--- src/rtl/umbral_pkg.sv ---
// Shared constants for the flow-control controller and its FIFO responders.
package umbral_pkg;

  typedef enum logic [2:0] {
    ST_RESET  = 3'd0,
    ST_INIT   = 3'd1,
    ST_IDLE   = 3'd2,
    ST_ACTIVE = 3'd3,
    ST_ERROR  = 3'd4
  } ctrl_state_t;

  localparam int THR_W     = 4;
  localparam int NUM_FIFOS = 5;
  localparam int AF_DEF    = 6;
  localparam int AE_DEF    = 1;

endpackage

--- src/rtl/fifo_mem.sv ---
// Register-file storage for the FIFO: one synchronous write port, one registered read port.
module fifo_mem #(
  parameter int DATA_WIDTH = 10,
  parameter int ADDR_WIDTH = 3
) (
  input  logic                  clk,
  input  logic                  rst,
  input  logic                  we,
  input  logic [ADDR_WIDTH-1:0] waddr,
  input  logic [DATA_WIDTH-1:0] wdata,
  input  logic                  re,
  input  logic [ADDR_WIDTH-1:0] raddr,
  output logic [DATA_WIDTH-1:0] rdata
);

  localparam int DEPTH = 1 << ADDR_WIDTH;

  logic [DATA_WIDTH-1:0] mem [DEPTH];

  always_ff @(posedge clk) begin
    if (we) mem[waddr] <= wdata;
  end

  // Only the read register is reset; the array keeps stale contents.
  always_ff @(posedge clk) begin
    if (rst)     rdata <= '0;
    else if (re) rdata <= mem[raddr];
  end

endmodule

--- src/rtl/fifo_umbral.sv ---
// Single-clock FIFO with init-loaded almost-full/almost-empty thresholds and sticky error.
module fifo_umbral
  import umbral_pkg::*;
#(
  parameter int DATA_WIDTH = 10,
  parameter int ADDR_WIDTH = 3,
  parameter int AF_DEFAULT = AF_DEF,
  parameter int AE_DEFAULT = AE_DEF
) (
  input  logic                  clk,
  input  logic                  reset,
  input  logic                  init,
  input  logic [THR_W-1:0]      umbral_alto,
  input  logic [THR_W-1:0]      umbral_bajo,
  input  logic                  push,
  input  logic [DATA_WIDTH-1:0] data_in,
  input  logic                  pop,
  output logic [DATA_WIDTH-1:0] data_out,
  output logic                  valid_out,
  output logic [ADDR_WIDTH:0]   count,
  output logic                  empty,
  output logic                  full,
  output logic                  almost_full,
  output logic                  almost_empty,
  output logic                  error
);

  localparam int DEPTH = 1 << ADDR_WIDTH;
  localparam int CNT_W = ADDR_WIDTH + 1;
  localparam int CMP_W = (CNT_W > THR_W) ? CNT_W : THR_W;

  if (ADDR_WIDTH > 4) begin : g_depth_check
    $error("fifo_umbral: ADDR_WIDTH must be <= 4");
  end

  logic [ADDR_WIDTH-1:0] wr_ptr, rd_ptr;
  logic [THR_W-1:0]      thr_alto, thr_bajo;
  logic                  push_ok, pop_ok, fault;

  assign empty        = (count == '0);
  assign full         = (count == CNT_W'(DEPTH));
  assign almost_full  = CMP_W'(count) >= CMP_W'(thr_alto);
  assign almost_empty = CMP_W'(count) <= CMP_W'(thr_bajo);

  // Pop frees a slot in the same edge, so a full FIFO still accepts push+pop.
  assign push_ok = push && (!full || pop);
  assign pop_ok  = pop && !empty;
  assign fault   = (push && full && !pop) || (pop && empty);

  always_ff @(posedge clk) begin
    if (reset) begin
      wr_ptr    <= '0;
      rd_ptr    <= '0;
      count     <= '0;
      valid_out <= 1'b0;
      error     <= 1'b0;
      thr_alto  <= THR_W'(AF_DEFAULT);
      thr_bajo  <= THR_W'(AE_DEFAULT);
    end else begin
      if (push_ok) wr_ptr <= wr_ptr + 1'b1;
      if (pop_ok)  rd_ptr <= rd_ptr + 1'b1;
      case ({push_ok, pop_ok})
        2'b10:   count <= count + 1'b1;
        2'b01:   count <= count - 1'b1;
        default: count <= count;
      endcase
      valid_out <= pop_ok;
      if (fault) error <= 1'b1;
      if (init) begin
        thr_alto <= umbral_alto;
        thr_bajo <= umbral_bajo;
      end
    end
  end

  fifo_mem #(
    .DATA_WIDTH(DATA_WIDTH),
    .ADDR_WIDTH(ADDR_WIDTH)
  ) u_mem (
    .clk   (clk),
    .rst   (reset),
    .we    (push_ok),
    .waddr (wr_ptr),
    .wdata (data_in),
    .re    (pop_ok),
    .raddr (rd_ptr),
    .rdata (data_out)
  );

endmodule
--- config.mk ---
export PLATFORM = sky130hd
export DESIGN_NAME = fifo_umbral
export DESIGN_NICKNAME = d
export VERILOG_FILES = /design/src/rtl/umbral_pkg.sv /design/src/rtl/fifo_mem.sv /design/src/rtl/fifo_umbral.sv
export SDC_FILE = /design/constraint.sdc
export NUM_CORES = 1
export LEC_CHECK = 0
export BUFFER_PORTS_ARGS = -buffer_cell sky130_fd_sc_hd__clkbuf_2
export CAP_MARGIN = 5
export CORE_UTILIZATION = 43
export CTS_CLUSTER_SIZE = 28
export DETAILED_ROUTE_END_ITERATION = 7
export HOLD_SLACK_MARGIN = 0.08
export PLACE_DENSITY_LB_ADDON = 0.1
export SLEW_MARGIN = 25
export SYNTH_ARGS = -nofsm -noshare
export SYNTH_HDL_FRONTEND = slang
export SYNTH_HIERARCHICAL = 1
export SYNTH_SLANG_ARGS = --single-unit
export TNS_END_PERCENT = 5
--- constraint.sdc ---
create_clock -name clk -period 2.9 [get_ports clk]
set_input_delay 0.58 -clock clk [delete_from_list [all_inputs] [get_ports clk]]
set_output_delay 0.58 -clock clk [all_outputs]
set_load 0.05 [all_outputs]
==> run summary, run 1 <==
Clock sinks: 110
CORE AREA: 0.0103 mm^2
Std-Cell Rows: 37
Critical path data required time: 2.32 ns
Status: complete, no violations
CP bufs+invs: 2
Drt pass-1 iters: 4
Crit-path cells: inv_1 > ha_1 > nand2b_1 > a21o_1 > a21o_1 > a21o_1 > clkbuf_2
First-pass GRT wire length: 13.7 mm
Placed insts: 490
FF-to-FF End: count[3]
DRC violations left: 0
Rel. slew slack: 31.2%
R2R cell count: 8
Die Width: 105 um
Pwr dens: 849 mW/mm^2
Routed Antenna Nets: 0
Synthesized instance count: 313
Global Route Usage Sum: 16.6%
Antenna violations before repair: 0
Mean post-synth cell area: 14.7 um^2
R2r setup slk: 0.35 ns
CP Max Fanout: 7
P&R area growth vs syn: 11.7%
Unrepaired setup endpoints after global routing: no
Synth async-reset ratio: 0%
Post-synth top flop: edfxtp_1
Clock transition at path regs: 0.10 ns
DP HPWL: 5.47 mm
Layout cells sized above 1: 28.1%
Ant diodes: 0
Top delay family on crit path: compound AO/OA/AOI/OAI gates
Via count: 2553
Post-DR wirelength/cell: 16.8 um
CTS Buf Count: 9
Max-Cap Viols: 0
Hold Crit Class: input pin to flip-flop
Cell mode on critical path: a21o_1
Fin. Hold Viols: 0
Max Freq: 366 MHz
Worst vdd ir: 0.393 mV
Post-DR vias/cell: 5.05
Max Slew Vio Count: 0
PortBufs: 42
Initial core utilization: 44.5%
Final non-filler cell total: 506
Leakage: 0.00188 uW
CTS tree: built
Die height: 105 um
CP endpoint kind: output pin
Final Util: 49.7%
Post-CTS sizing: 0
Die area: 0.0111 mm^2
Post-synth EDFFs: 80
Worst Tran Pin Value: 1.03 ns
Gpl congestion: 0.675
Total gr overflow: 0
Register area share after synthesis: 65.4%
Critical path launch point: count[0]
Syn. warnings: 6
CP Class: flip-flop to output pin
Root buf cell: clkbuf_8
Fillers: 903
Drt initial violations: 134
Hold path startpoint: umbral_alto[1]
Worst Path Arrival: 2.15 ns
Vias in the first global route: 2551
Reg2reg start: count[1]
Smallest setup slack after layout: 0.167 ns
Clock buffer depth: 2
Slowest stage delay, CP: 0.48 ns
Final-stage net count: 402
H-Tree Depth: 3
Hold depth: 3
Post-Syn Nets: 350
Routed Wire Length: 8.48 mm
Io pins: 43
Worst skew pair latency: 0.35 ns
Hold-fix buffers, CTS: 0
Post-synth cell types: 40
Mapped cell area: 0.00459 mm^2
Pin count of the biggest net entering global routing: 28
Hold EP: thr_alto[1]
Final setup fails: 0
Setup Fix Bufs, Post-CTS: 0
Setup WS pre-CTS: 0.330 ns
Min Clock Period, post-route: 2.73 ns
Worst path slowest cell: dfxtp_1
Final period util: 94.3%
Skew final: 0.00872 ns
Crit path launch type: flip-flop
#FFs+latches synth: 110
Fin Setup TNS: 0 ns
## sequential cells by signal (all words and copies together) (netlist names)
| name | cells |
|---|---|
| thr_bajo | 4 |
| error | 1 |
| wr_ptr | 3 |
| u_mem/rdata | 10 |
| valid_out | 1 |
| u_mem/mem | 80 |
| rd_ptr | 3 |
| count | 4 |
| thr_alto | 4 |
## Yosys cell counts, types with 3 or more instances
| master | number | area share (%) |
|---|---|---|
| inv_1 | 12 | 0.98 |
| xor2_1 | 5 | 0.95 |
| ha_1 | 13 | 3.5 |
| clkbuf_1 | 4 | 0.33 |
| a221o_1 | 9 | 2.0 |
| o22ai_1 | 9 | 1.2 |
| nor3_1 | 3 | 0.33 |
| buf_1 | 3 | 0.25 |
| nor2_1 | 35 | 2.9 |
| a21o_1 | 3 | 0.49 |
| dfxtp_1 | 30 | 13 |
| a211oi_2 | 10 | 2.7 |
| mux2_2 | 20 | 4.9 |
| a21oi_1 | 6 | 0.65 |
| edfxtp_1 | 80 | 52 |
| nand2b_1 | 7 | 0.95 |
| o211ai_1 | 3 | 0.49 |
| nand2_1 | 7 | 0.57 |
| mux2i_1 | 28 | 6.1 |
## per-stage QoR
stage	hold WS (ns)	cell area [um^2]	total power [uW]
3_3_place_gp	0.454	4970	3600
6_report	0.434	5130	4350
4_1_cts	0.416	5130	4410
3_5_place_dp	0.473	4970	3610
5_1_grt	0.423	5130	4610
2_1_floorplan	0.445	4590	3280
## worst max path at each step
stage              endpoint  slack, ns  depth (start not counted)
3_5_place_dp       count[3]       0.33                          9
2_1_floorplan  almost_empty       0.09                          5
3_3_place_gp       count[3]       0.36                          9
6_report        almost_full       0.17                          7
4_1_cts         almost_full       0.12                          7
5_1_grt         almost_full       0.02                          7
## metal layers
layer  GRT usage (%)  wire length [um]  vias to the layer above  share of wire [%]
met5               0                 0                        -                  0
met4            3.62                73                        0               0.86
met3            3.96               258                        8                3.0
met2            26.1              3820                       38                 45
met1            23.4              4330                     1226                 51
li1                -                 -                     1281                  -
## logic make-up (layout without fill, tap and decap cells)
group / Yosys count / after routing / share of synthesized area [%]
DFF: 110 / 110 / 65.4
and+or+nand+nor: 61 / 61 / 6.16
AOI/OAI and AO/OA: 49 / 49 / 9.24
muxes: 48 / 48 / 11.0
buffers and inverters: 25 / 82 / 3.08
adders and majority gates: 14 / 14 / 3.98
xor gates and xnor gates: 6 / 6 / 1.14
## tightest hold or removal path, delay by kind of cell
family	cells	cell delay, ns
AO/OA/AOI/OAI	1	0.06
buffers and inverters	1	0.08
AND/OR/NAND/NOR	1	0.04
## area by class of cell
type	instances	area, um^2	area share (%)
Sequential cell	110	3000	58.5
Tap cell	136	170	3.32
Clock inverter	4	23.8	0.463
Timing Repair Buffer	54	300	5.85
Inverter	12	45.0	0.878
Multi-Input combinational cell	178	1450	28.3
Clock buffer	12	135	2.63
## cells in the final DEF (no fill, tap or decap), types with 2 or more instances in the layout
cell	netlist	final
clkbuf_1	4	3
mux2i_1	28	28
nand2_1	7	7
o22ai_1	9	9
clkinv_2	0	2
ha_1	13	13
o211ai_1	3	3
clkbuf_8	0	9
a21oi_1	6	6
dfxtp_1	30	29
edfxtp_1	80	80
clkbuf_2	1	42
and2_1	2	2
xor2_1	5	5
nor3_1	3	3
nor2_1	35	33
a211oi_2	10	10
a21o_1	3	3
inv_1	12	12
a221o_1	9	9
nor2b_1	2	2
buf_4	1	12
nand2b_1	7	7
o21a_1	2	2
mux2_2	20	20
nor2_2	0	2
## where the power goes
group	internal [uW]	switching (uW)	leakage (uW)
clock network	312	483	0.0000807
registers	1840	145	0.000974
logic	569	1010	0.000825
total	2720	1640	0.00188
Power figures use the tool's default switching activity.
==> inputs of run 2 (changes only) <==
CELL_PAD_IN_SITES_DETAIL_PLACEMENT = 1   (was unset)
CELL_PAD_IN_SITES_GLOBAL_PLACEMENT = 2   (was unset)
CORE_UTILIZATION = 42   (was 43)
==> run summary, run 2 (synthesis gave the netlist of run 1 again) <==
Largest regs: u_mem/mem: 80 flops, u_mem/rdata: 10 flops
Hold Slack: 0.413 ns (-0.0203 ns)
Worst Tran Pin Value: 0.705 ns (-0.323 ns)
Gpl congestion: 0.745 (+10%)
Final setup fails: 0 (unchanged)
Drt pass-1 iters: 4 (unchanged)
Total gr overflow: 0 (unchanged)
Routed Antenna Nets: 0 (unchanged)
Initial core utilization: 43.9% (-0.59 points)
Worst path slowest cell: dfxtp_2
Max Freq: 373 MHz (+2.0%)
CP Class: flip-flop to output pin
Io pins: 43 (unchanged)
Post-DP Area: 0.00498 mm^2 (+0.25%)
Root buf cell: clkbuf_8
R2R cell count: 8 (unchanged)
Vias in the first global route: 2642 (+3.6%)
Skew final: 0.00894 ns (+0.000220 ns)
Leakage: 0.00191 uW (+1.5%)
CP Max Fanout: 7 (unchanged)
DP HPWL: 6.21 mm (+13%)
Most frequent cells in the layout: 80 x edfxtp_1, 42 x clkbuf_2, 31 x nor2_1, 28 x mux2i_1, 28 x dfxtp_1
Antenna violations before repair: 0 (unchanged)
Max-Cap Viols: 0 (unchanged)
Hold Crit Class: input pin to flip-flop
Rel. slew slack: 53.0% (+22 points)
Die area: 0.0114 mm^2 (+2.3%)
Crit path launch type: flip-flop
Global Route Usage Sum: 18.1% (+1.5 points)
Final Util: 49.7% (about the same)
Final instance area: 0.00520 mm^2 (+1.3%)
Largest register by flop count: u_mem/mem
PortBufs: 42 (unchanged)
Pwr dens: 889 mW/mm^2 (+4.8%)
Final-stage net count: 402 (unchanged)
Status: complete, no violations
Hold depth: 3 (unchanged)
Ant diodes: 0 (unchanged)
Layout cells sized above 1: 29.0% (+0.89 points)
Via count: 2650 (+3.8%)
Clock buffer depth: 2 (unchanged)
Worst Path Arrival: 2.10 ns (-0.05 ns)
P&R area growth vs syn: 13.2%
Die height: 107 um (+1.2%)
Post-CTS sizing: 0 (unchanged)
Min Clock Period, post-route: 2.68 ns (-0.0541 ns)
Worst vdd ir: 0.641 mV (+63%)
CORE AREA: 0.0105 mm^2 (+1.3%)
FF-to-FF End: count[3]
Max Slew Vio Count: 0 (unchanged)
Hold path startpoint: umbral_alto[2]
Pin count of the biggest net entering global routing: 28 (unchanged)
Post-DR vias/cell: 5.25 (+4.0%)
Fin Setup TNS: 0 ns (unchanged)
Routed Wire Length: 9.40 mm (+11%)
DRC violations left: 0 (unchanged)
Cell mode on critical path: a21o_1
H-Tree Depth: 3 (unchanged)
CP endpoint kind: output pin
Fin. Hold Viols: 0 (unchanged)
Commonest non-fill, non-tap cell in the layout: edfxtp_1
Hold EP: thr_alto[2]
Slowest stage delay, CP: 0.42 ns (-0.06 ns)
Unrepaired setup endpoints after global routing: no
Clock sinks: 110 (unchanged)
Critical path data required time: 2.32 ns (about the same)
Drt initial violations: 128 (-4.5%)
R2r setup slk: 0.37 ns (+0.02 ns)
Post-DR wirelength/cell: 18.6 um (+11%)
Crit-path cells: inv_1 > ha_1 > nand2b_1 > a21o_1 > a21o_1 > a21o_1 > clkbuf_2
Reg2reg start: count[0]
Hold-fix buffers, CTS: 0 (unchanged)
First-pass GRT wire length: 14.8 mm (+8.4%)
Final period util: 92.4% (-1.9 points)
Setup Fix Bufs, Post-CTS: 0 (unchanged)
Worst skew pair latency: 0.38 ns (+0.03 ns)
CTS Buf Count: 9 (unchanged)
CTS tree: built
Max reg flops: 80 (unchanged)
Std-Cell Rows: 37 (unchanged)
Die Width: 107 um (+1.2%)
Clock transition at path regs: 0.10 ns (about the same)
==> run 2: final cells by class <==
| type | instances | area, um^2 |
|---|---|---|
| clock buffers | 10 | 128 |
| flip-flops and latches | 110 | 3010 |
| clock inverters | 5 | 81.3 |
| repair buffers | 54 | 313 |
| well taps | 136 | 170 |
| inverters | 12 | 45.0 |
| fillers | 1070 | 5260 |
| multi-input cells | 178 | 1460 |
==> run 2: power by group <==
part | switching [uW] | total [uW] | internal [uW] | leakage, uW
logic | 1070 | 1660 | 592 | 0.000828
registers | 117 | 1960 | 1840 | 0.000974
clock network | 516 | 1000 | 486 | 0.000105
total | 1710 | 4620 | 2920 | 0.00191
==> run 2: critical path: cells and delay by family, from the launching register on <==
| family | cells | cell delay, ns |
|---|---|---|
| compound gates | 3 | 0.52 |
| buf+inv | 2 | 0.35 |
| simple gates | 1 | 0.14 |
| fa+ha+maj | 1 | 0.30 |
| flops | 1 | 0.42 |
==> run 2: worst max path at each step <==
stage	endpoint	cells past startpoint	from
after floorplan	almost_empty	5	count[1]
after CTS	almost_full	7	count[0]
after global routing	almost_full	7	count[0]
after detailed placement	count[3]	9	pop
after global placement	count[3]	9	pop
final	almost_full	7	count[0]
==> run 2: per-stage QoR <==
step / worst slack, ns / cells / total power (uW)
4_1_cts: 0.0729 / 505 / 4670
3_3_place_gp: 0.372 / 490 / 3640
6_report: 0.221 / 505 / 4620
3_5_place_dp: 0.298 / 490 / 3670
2_1_floorplan: 0.0940 / 313 / 3280
5_1_grt: 0.123 / 505 / 4840
==> run 2: routing by layer <==
layer  global-route usage, %  part of all wire (%)
met4                    8.22                   1.9
met3                    2.76                   2.1
met5                       0                     0
met1                    25.7                    51
met2                    27.4                    45
==> inputs of run 3 (changes only) <==
--- a/config.mk
+++ b/config.mk
@@ -15,4 +15,5 @@
 export HOLD_SLACK_MARGIN = 0.08
 export PLACE_DENSITY_LB_ADDON = 0.1
+export SETUP_SLACK_MARGIN = 0.02
 export SLEW_MARGIN = 25
 export SYNTH_ARGS = -nofsm -noshare
==> constraint.sdc (replaced) <==
create_clock -name clk -period 2.9 [get_ports clk]
set_input_delay 0.58 -clock clk [delete_from_list [all_inputs] [get_ports clk]]
set_output_delay 0.58 -clock clk [all_outputs]
set_load 0.01 [all_outputs]
==> run summary, run 3 (synthesis gave the netlist of run 1 again) <==
Status: complete, no violations
Pwr dens: 804 mW/mm^2 (-9.6%)
CTS tree: built
Largest register by flop count: u_mem/mem
Hold depth: 3 (unchanged)
Vias in the first global route: 2780 (+5.2%)
Routed Antenna Nets: 0 (unchanged)
Post-DR vias/cell: 5.23 (-0.31%)
Gpl congestion: 0.751 (+0.89%)
Rel. slew slack: 37.3% (-16 points)
Initial core utilization: 43.9% (unchanged)
Pin count of the biggest net entering global routing: 28 (unchanged)
Die area: 0.0114 mm^2 (unchanged)
Hold-fix buffers, CTS: 0 (unchanged)
Final period util: 92.7% (+0.36 points)
Post-DR wirelength/cell: 19.2 um (+2.9%)
CP Class: flip-flop to output pin
Worst Path Arrival: 2.11 ns (about the same)
Critical path data required time: 2.32 ns (about the same)
Leakage: 0.00190 uW (-0.37%)
Drt pass-1 iters: 4 (unchanged)
CORE AREA: 0.0105 mm^2 (unchanged)
Commonest non-fill, non-tap cell in the layout: edfxtp_1
Skew final: 0.00871 ns (-0.000221 ns)
Die height: 107 um (unchanged)
R2R cell count: 8 (unchanged)
H-Tree Depth: 3 (unchanged)
Min Clock Period, post-route: 2.69 ns (+0.0106 ns)
Max reg flops: 80 (unchanged)
Post-CTS sizing: 0 (unchanged)
CTS Buf Count: 9 (unchanged)
Layout cells sized above 1: 28.4% (-0.62 points)
Max layer used: met4
Max-Cap Viols: 0 (unchanged)
Max Slew Vio Count: 0 (unchanged)
Routed Wire Length: 9.69 mm (+3.1%)
Fin. Hold Viols: 0 (unchanged)
Met1 wire length: 4.73 mm (-1.4%)
CP endpoint kind: output pin
Io pins: 43 (unchanged)
Setup Fix Bufs, Post-CTS: 0 (unchanged)
P&R area growth vs syn: 12.7%
DRC violations left: 0 (unchanged)
Clock sinks: 110 (unchanged)
DP HPWL: 6.45 mm (+3.8%)
First-pass GRT wire length: 15.3 mm (+2.9%)
Drt initial violations: 114 (-11%)
Worst Tran Pin Value: 0.937 ns (+0.232 ns)
Final Util: 49.4% (-0.25 points)
Global Route Usage Sum: 18.2% (+0.075 points)
Max Freq: 372 MHz (-0.39%)
Die Width: 107 um (unchanged)
Final setup fails: 0 (unchanged)
Hold Crit Class: input pin to flip-flop
CP Max Fanout: 7 (unchanged)
Via count: 2647 (-0.11%)
Met3 wire len: 223 um (+14%)
Largest regs: u_mem/mem: 80 flops, u_mem/rdata: 10 flops
Worst vdd ir: 0.354 mV (-45%)
Fin Setup TNS: 0 ns (unchanged)
Unrepaired setup endpoints after global routing: no
Most frequent cells in the layout: 80 x edfxtp_1, 42 x clkbuf_2, 33 x nor2_1, 29 x dfxtp_1, 28 x mux2i_1
Root buf cell: clkbuf_8
Antenna violations before repair: 0 (unchanged)
Clock transition at path regs: 0.10 ns (about the same)
Ant diodes: 0 (unchanged)
Met2 Routed Length: 4.60 mm (+8.6%)
Crit path launch type: flip-flop
PortBufs: 42 (unchanged)
Clock buffer depth: 2 (unchanged)
Total gr overflow: 0 (unchanged)
Worst skew pair latency: 0.37 ns (about the same)
Std-Cell Rows: 37 (unchanged)
Final-stage net count: 402 (unchanged)
[run 3: where the power goes]
group / switching [uW] / internal, uW
Sequential: 122 / 1840
Clock: 512 / 403
Combinational: 697 / 589
[run 3: layer usage]
metal	global-route usage, %	vias up
met1	25.5	1333
met5	0	-
li1	-	1278
met2	28.7	26
met3	2.76	10
met4	6.46	0
[run 3: critical path: stages, from the launching register on]
cell	delay (ns)
dfxtp_1	0.49
inv_1	0.17
ha_1	0.31
nand2b_1	0.14
a21o_1	0.18
a21o_1	0.17
a21o_1	0.17
clkbuf_2	0.12
[run 3: path summary, 6_finish.rpt]
path	to	from	slack [ns]
setup / recovery	almost_full	count[0]	0.21
hold reg to reg	error	error	0.47
setup reg to reg	count[3]	count[0]	0.30
hold / removal	thr_alto[1]	umbral_alto[1]	0.43
[run 3: final cells by class]
cell class                      instances  area, um^2
Clock buffer                           11         131
Clock inverter                          5        57.6
Fill cell                            1078        5290
Inverter                               12        45.0
Multi-Input combinational cell        178        1450
Sequential cell                       110        3000
Tap cell                              136         170
Timing Repair Buffer                   54         313
[run 3: through the flow]
stage / hold slack, ns / instances / power (uW) / setup slack, ns / cell area, um^2
floorplan: 0.445 / 313 / 2910 / 0.485 / 4590
detailed placement: 0.457 / 490 / 3310 / 0.274 / 4980
global route: 0.454 / 506 / 4380 / 0.0437 / 5170
finish: 0.426 / 506 / 4160 / 0.210 / 5170
global placement: 0.447 / 490 / 3260 / 0.369 / 4980
CTS: 0.413 / 506 / 4220 / 0.158 / 5170
